### src/rtl/hfrv_mem_pkg.sv
// hfrv_mem_pkg: shared types and constants for the hf-riscv memory arbiter.
package hfrv_mem_pkg;
    typedef enum logic {M0 = 1'b0, M1 = 1'b1} owner_t;

    localparam logic [3:0] WE_READ = 4'b0000;
    localparam logic [3:0] WE_WORD = 4'b1111;

    typedef struct packed {
        logic [31:0] addr;
        logic [31:0] wdata;
        logic [3:0]  we;
    } mem_req_t;

    function automatic logic is_read(input logic [3:0] we);
        return we == WE_READ;
    endfunction
endpackage

### src/rtl/hfrv_rr_arb2.sv
// hfrv_rr_arb2: two-way round-robin grant with a bounded burst lock.
module hfrv_rr_arb2
    import hfrv_mem_pkg::*;
#(
    parameter int MAX_BURST = 4
) (
    input  logic   clk,
    input  logic   reset_n,
    input  logic   i_req0,
    input  logic   i_req1,
    output logic   o_gnt0,
    output logic   o_gnt1,
    output owner_t o_owner
);
    localparam int CW = $clog2(MAX_BURST + 1);

    logic [CW-1:0] r_burst_cnt;
    logic [CW-1:0] w_cnt_nxt;
    owner_t        r_last_owner;
    owner_t        w_owner;
    logic          w_any;
    logic          w_keep;

    // burst_cnt == 0 means the previous cycle was idle, so there is no owner to keep
    always_comb begin
        w_any     = reset_n & (i_req0 | i_req1);
        w_keep    = (r_burst_cnt != '0) && (r_burst_cnt < CW'(MAX_BURST));
        w_owner   = (i_req0 & i_req1) ? (w_keep ? r_last_owner : (r_last_owner == M0 ? M1 : M0))
                                      : (i_req1 ? M1 : M0);
        w_cnt_nxt = !w_any ? '0
                  : (w_owner == r_last_owner && r_burst_cnt != '0)
                      ? (r_burst_cnt == CW'(MAX_BURST) ? r_burst_cnt : r_burst_cnt + 1'b1)
                      : CW'(1);
    end

    assign o_gnt0  = w_any & (w_owner == M0);
    assign o_gnt1  = w_any & (w_owner == M1);
    assign o_owner = w_owner;

    always_ff @(posedge clk or negedge reset_n) begin
        if (!reset_n) begin
            r_burst_cnt  <= '0;
            r_last_owner <= M1;
        end else begin
            r_burst_cnt <= w_cnt_nxt;
            if (w_any) r_last_owner <= w_owner;
        end
    end
endmodule

### src/rtl/hfrv_mem_arbiter.sv
// hfrv_mem_arbiter: shares one synchronous memory port between the CPU (m0) and a second master (m1).
module hfrv_mem_arbiter
    import hfrv_mem_pkg::*;
#(
    parameter int ADDR_W    = 32,
    parameter int DATA_W    = 32,
    parameter int MAX_BURST = 4
) (
    input  logic              clk,
    input  logic              reset_n,
    input  logic              m0_req,
    input  logic [ADDR_W-1:0] m0_addr,
    input  logic [DATA_W-1:0] m0_wdata,
    input  logic [3:0]        m0_we,
    output logic              m0_gnt,
    output logic              m0_rvalid,
    output logic [DATA_W-1:0] m0_rdata,
    output logic              stall,
    input  logic              m1_req,
    input  logic [ADDR_W-1:0] m1_addr,
    input  logic [DATA_W-1:0] m1_wdata,
    input  logic [3:0]        m1_we,
    output logic              m1_gnt,
    output logic              m1_rvalid,
    output logic [DATA_W-1:0] m1_rdata,
    output logic              mem_en,
    output logic [ADDR_W-1:0] mem_addr,
    output logic [DATA_W-1:0] mem_data_write,
    output logic [3:0]        mem_data_we,
    input  logic [DATA_W-1:0] mem_data_read
);
    logic              w_gnt0;
    logic              w_gnt1;
    owner_t            w_owner;
    logic              r_tag_vld;
    owner_t            r_tag_owner;
    logic [DATA_W-1:0] r_m0_rdata;
    logic [DATA_W-1:0] r_m1_rdata;

    hfrv_rr_arb2 #(.MAX_BURST(MAX_BURST)) u_arb (
        .clk     (clk),
        .reset_n (reset_n),
        .i_req0  (m0_req),
        .i_req1  (m1_req),
        .o_gnt0  (w_gnt0),
        .o_gnt1  (w_gnt1),
        .o_owner (w_owner)
    );

    assign m0_gnt         = w_gnt0;
    assign m1_gnt         = w_gnt1;
    assign stall          = m0_req & ~w_gnt0;
    assign mem_en         = w_gnt0 | w_gnt1;
    assign mem_addr       = w_gnt0 ? m0_addr  : w_gnt1 ? m1_addr  : '0;
    assign mem_data_write = w_gnt0 ? m0_wdata : w_gnt1 ? m1_wdata : '0;
    assign mem_data_we    = w_gnt0 ? m0_we    : w_gnt1 ? m1_we    : WE_READ;

    // read data arrives one cycle after the access; the tag steers it to its issuer
    assign m0_rvalid = r_tag_vld & (r_tag_owner == M0);
    assign m1_rvalid = r_tag_vld & (r_tag_owner == M1);
    assign m0_rdata  = m0_rvalid ? mem_data_read : r_m0_rdata;
    assign m1_rdata  = m1_rvalid ? mem_data_read : r_m1_rdata;

    always_ff @(posedge clk or negedge reset_n) begin
        if (!reset_n) begin
            r_tag_vld   <= 1'b0;
            r_tag_owner <= M0;
            r_m0_rdata  <= '0;
            r_m1_rdata  <= '0;
        end else begin
            r_tag_vld   <= mem_en & is_read(mem_data_we);
            r_tag_owner <= w_owner;
            if (m0_rvalid) r_m0_rdata <= mem_data_read;
            if (m1_rvalid) r_m1_rdata <= mem_data_read;
        end
    end
endmodule

### config.mk
export PLATFORM = sky130hd
export DESIGN_NAME = hfrv_mem_arbiter
export DESIGN_NICKNAME = d
export VERILOG_FILES = /design/src/rtl/hfrv_mem_pkg.sv /design/src/rtl/hfrv_rr_arb2.sv /design/src/rtl/hfrv_mem_arbiter.sv
export SDC_FILE = /design/constraint.sdc
export NUM_CORES = 1
export LEC_CHECK = 0
export CAP_MARGIN = 20
export CORE_AREA = 5 5 116 118
export DETAILED_ROUTE_END_ITERATION = 12
export DIE_AREA = 0 0 121 123
export MAX_ROUTING_LAYER = met4
export PLACE_DENSITY = 0.85
export RECOVER_POWER = 50
export SLEW_MARGIN = 20
export SYNTH_ARGS = -nofsm -noshare
export SYNTH_HDL_FRONTEND = slang
export SYNTH_SLANG_ARGS = --single-unit
### constraint.sdc
create_clock -name clk -period 4.3 [get_ports clk]
set_input_delay 0.645 -clock clk [delete_from_list [all_inputs] [get_ports clk]]
set_output_delay 0.645 -clock clk [all_outputs]
set_load 0.005 [all_outputs]
---- Yosys cells after proc, flatten, opt, wreduce, memory -nomap -nowiden ----
Index checks and enable logic that the tools add are counted.
operators by class
  $add $sub $neg .......................... 1
  magnitude comparators ................... 1
  equal/unequal tests ..................... 3
  muxes and demuxes ....................... 15
  bitwise gates (word level) .............. 13
  reductions and logical operators ........ 4
operator list
  kind                                               number
  two-way mux 32 bit                                 6
  two-way mux 3 bit                                  3
  bitwise AND 1 bit                                  8
  two-way mux 4 bit                                  2
  zero test 4 bit                                    1
  two-way mux 1 bit                                  4
  adder 3 x 1 -> 3 bit, second input constant        1
  equality test 3 bit, second input constant         1
  less-than comparator 3 bit, second input constant  1
  inequality test 3 bit, second input constant       1
  inverter 1 bit                                     3
  nonzero test 3 bit                                 1
  logical AND 1 bit                                  2
  bitwise OR 1 bit                                   2
  equality test 1 bit                                1
storage, ports and cells
  flip-flop bits (word level) ............. 70
  output and inout bits ................... 138

---- Longest topological paths before layout ----
  depth in word-level cells ............... 9
  mapped depth ............................ 8

---- Hierarchy ----
Synthesis repeated with hierarchy kept, for this count alone.
unflattened totals
  cells, all modules ...................... 268
  area total of the unflattened synthesis .. 3493.4 um^2
by module, submodules not included
  module            times used  cells an instance  area an instance (um^2)  seq. area each (um^2)
  hfrv_mem_arbiter  1           232                3185.6                   1651.6
  hfrv_rr_arb2      1           36                 307.8                    101.3

---- Worst setup path before layout ----
Ideal clock, no wire load.
  path type ............................... reg2out
  from .................................... register u_arb.r_burst_cnt[0]
  to ...................................... output port mem_data_write[15]
  arrival ................................. 1.938 ns
  data required time ...................... 3.655 ns
  setup slack ............................. 1.717 ns
  cell stages (with the launch flop) ...... 9
  cells stage by stage .................... dfrtp_1 > inv_1 > ha_1 > or4b_1 > and4_4 > buf_6 > buf_6 > buf_2 > a22o_1
on the way
  longest elaborated chain between the ends .. 7
RTL lines
  element                                                                  RTL line                                    text
  start, declared                                                          hfrv_rr_arb2.sv:17                          logic [CW-1:0] r_burst_cnt;
  start signal, assigned                                                   hfrv_rr_arb2.sv:45                          r_burst_cnt <= w_cnt_nxt;
  less-than comparator 3 bit / nonzero test 3 bit (equally long branches)  hfrv_rr_arb2.sv:27                          w_keep = (r_burst_cnt != '0) && (r_burst_cnt < CW'(MAX_BURST));
  logical AND 1 bit (*)                                                    hfrv_rr_arb2.sv:27
  two-way mux 1 bit (*) (2 in series)                                      hfrv_rr_arb2.sv:28                          w_owner = (i_req0 & i_req1) ? (w_keep ? r_last_owner : (r_last_owner == M0 ? M1 : M0))
  bitwise AND 1 bit / inverter 1 bit (equally long branches)               hfrv_rr_arb2.sv:37, hfrv_rr_arb2.sv:36
  two-way mux 32 bit / bitwise AND 1 bit (equally long branches)           hfrv_mem_arbiter.sv:55, hfrv_rr_arb2.sv:36
  two-way mux 32 bit (*)                                                   hfrv_mem_arbiter.sv:55                      assign mem_data_write = w_gnt0 ? m0_wdata : w_gnt1 ? m1_wdata : '0;
  end, declared                                                            hfrv_mem_arbiter.sv:28                      output logic [DATA_W-1:0] mem_data_write,
Every way passes the cells marked *; elsewhere a longest branch is shown, timed or not.

---- Worst setup path after layout ----
  from .................................... register u_arb.r_burst_cnt[0]
  to ...................................... output port mem_data_write[10]
The elaborated chain is that of the path after synthesis.

==> summary.md <==
| Metric | Value |
|---|---|
| Status | `complete, but fails checks` |
| Violated checks | `capacitance limit, slew limit` |
| I/O pin cnt | `310` |
| Top cell type's share of synthesized area | `approximately 50%` |
| HP Class | `reg2reg` |
| Crit start category | `flop` |
| Worst Path Required | `3.65 ns` |
| Leak pwr | `around 2.8 nW` |
| GR Overflow Total | `0` |
| Post-CTS Resized | `0` |
| Largest net degree at the start of global routing | `72` |
| Slowest-stage cell, CP | `a31oi_4` |
| H-tree depth | `3` |
| Worst slew pin tran | `2.00 ns` |
| Critical Path Fanout Max | `22` |
| R2R depth | `3` |
| Final core occ | `between 50% and 60%` |
| Final ANT Viol Nets | `0` |
| Post-synthesis register bit count | `70` |
| Critical path capture point type | `output pin` |
| Async SR Flop Fraction | `100%` |
| Buffer levels on the longest clock path | `2` |
| Final Power | `about 2.8 mW` |
| Crit-path cells | `inv_1 > ha_1 > or3_1 > a31oi_4 > buf_4 > a22o_1 > clkdlybuf4s50_1` |
| Final Hold Viols | `0` |
| Worst-path clk slew | `~0.060 ns` |
| Worst Clk Skew | `0.00377 ns` |
| Max Cap Viol | `3` |
| Worst skew pair latency | `between 0.3 and 0.4 ns` |
| R2r setup slk | `~1.8 ns` |
| Fin crit period | `approximately 3.8 ns` |
| Vias per inst | `4.75` |
| Cell Area, Placed | `about 6700 um2` |
| Sink Count | `70` |
| Die Span Y | `123 um` |
| RD Place Congestion | `0.882` |
| Crit path largest cell delay | `roughly 0.62 ns` |
| Global Route Usage Sum | `22.5%` |
| Slew Limit Fails | `between 100 and 150` |
| Syn_nets | `between 400 and 500` |
| Area leader, netlist | `dfrtp_1` |
| WL final | `16.7 mm` |
| Fin area | `about 7000 um2` |
| Final setup fails | `0` |
| Die ar. | `roughly 15000 um2` |
| Syn Std Cell Area | `between 3000 and 4000 um2` |
| PortBufs | `between 300 and 400` |
| TritonCTS clock tree | `built` |
| Post-synthesis sequential area ratio | `between 50% and 60%` |
| Hold_sp | `r_m1_rdata[21]` |
| Vias in the first global route | `approximately 3900` |
| Setup TNS | `0 ns` |
| Vias | `~3500` |
| Root Driver | `clkbuf_16` |
| Layout cell share with drive strength beyond 1 | `around 7.4%` |
| Critical Path Source | `u_arb.r_burst_cnt[0]` |
| Fmax | `~260 MHz` |
| Synth area leaders | `dfrtp_1 (50%), mux2_2 (21%), a22o_1 (18%), clkbuf_1 (1.5%), dfstp_2 (0.76%)` |
| Post-CTS setup buffer count | `0` |
| YS warnings | `0` |
| Filler cells | `a little over 1000` |
| Cells after Synth | `about 260` |
| First-pass GRT wire length | `23.7 mm` |
| Routed wire length per instance | `between 20 and 25 um` |
| Mean area per synthesized cell | `13.0 um2` |
| Critical path arrival | `between 3 and 4 ns` |
| FF-to-FF Start | `r_tag_vld` |
| RSZ-0062 raised after global routing | `no` |
| Nets | `between 700 and 800` |
| Crit Path Class | `reg2out` |
| Distinct cell type count after synthesis | `31` |
| Initial antenna violation count | `3` |
| Period utilization | `between 80% and 90%` |
| Synthesis-to-layout area growth | `103%` |
| DP HPWL | `13.8 mm` |
| Starting DRT DRC Count | `170` |
| Starting Density | `27.9%` |
| Post-synth top cells | `a22o_1 (69), dfrtp_1 (69), mux2_2 (64), clkbuf_1 (14), inv_1 (5)` |
| EDFF count, synth | `0` |
| # DRC | `0` |
| Rel. slew slack | `-33.0%` |
| Prevailing post-synth register cell | `dfrtp_1` |
| CP endpoint | `mem_data_write[10]` |
| R2r endpoint | `r_m1_rdata[5]` |
| DRT Pass-1 Iters | `4` |
| Hold_buf cts | `0` |
| Cell Pwr Density | `approximately 400 nW/um2` |
| Worst vdd ir | `around 0.00019 V` |
| Core area | `12400 um2` |
| Num CTS Buffers | `9` |
| Die width | `121 um` |
| # rows | `about 40` |
## cells in the final DEF (no fill, tap or decap), types with 2 or more instances in the layout
master and instances:
clkdlybuf4s50_1 307, a22o_1 69, dfrtp_1 69, mux2_1 47, mux2_2 17, clkbuf_16 9, inv_1 5, clkbuf_1 4
diode_2 3, o21ai_0 3, nand2_1 3, nand2b_1 3, nor2b_1 3, or2_2 2, nand3_1 2, a21oi_1 2
ha_1 2, clkinvlp_4 2
## critical path: cells and delay by family (launching register included)
family | cells | cell delay [ns]
simple gates | 1 | 0.41
flops | 1 | 0.40
compound gates | 2 | 0.84
buf+inv | 3 | 0.92
fa+ha+maj | 1 | 0.26
## registers in the layout (all words and copies together) (netlist names)
signal	count
u_arb.r_last_owner	1
r_tag_vld	1
r_m1_rdata	32
u_arb.r_burst_cnt	3
r_m0_rdata	32
r_tag_owner	1
## layer usage
layer  GRT usage [%]  part of all wire [%]
met3            8.33                   9.3
met1            22.8                    36
met4            7.93                   2.6
met2            40.2                    52
met5               -                     0
## stage by stage
step | hold slack, ns | setup slack [ns] | std cells
floorplan | 0.349 | 1.72 | 264
global route | 0.504 | 0.243 | 746
CTS | 0.495 | 0.468 | 743
global placement | 0.478 | 0.661 | 727
finish | 0.486 | 0.488 | 746
detailed placement | 0.481 | 0.609 | 727
## cells by family (layout without fill, tap and decap cells)
group	count (synthesis)	count (layout)	synth area share, %
fa+ha+maj	2	2	0.727
other cells	0	3	0
simple gates	20	20	3.82
compound gates	80	80	19.9
xor+xnor	1	1	0.254
mux	64	64	20.9
flops	70	70	50.9
buf+inv	27	334	3.49
## where the power goes
group / switching [mW] / internal (mW) / total [mW]
Combinational: 0.408 / 0.771 / 1.18
Clock: 0.275 / 0.450 / 0.725
Sequential: 0.0600 / 0.880 / 0.940
Total: 0.743 / 2.10 / 2.84
## layout make-up
cell class	instances	area (um2)	share of cell area, %
flip-flops and latches	70	1750	25.1
diodes	3	7.51	0.107
clock buffers	11	233	3.33
inverters	5	18.8	0.269
well taps	172	215	3.08
repair buffers	313	3120	44.7
clock inverters	5	58.8	0.842
multi-input cells	167	1580	22.6
## worst min-delay path by stage
stage                          end  slack (ns)  cells after the start
detailed placement  r_m1_rdata[17]        0.48                      1
CTS                  r_m0_rdata[6]        0.50                      1
floorplan            r_m0_rdata[0]        0.35                      0
global route        r_m1_rdata[10]        0.50                      1
global placement    r_m0_rdata[20]        0.48                      1
finish              r_m1_rdata[21]        0.49                      1
Power figures use the tool's default switching activity.
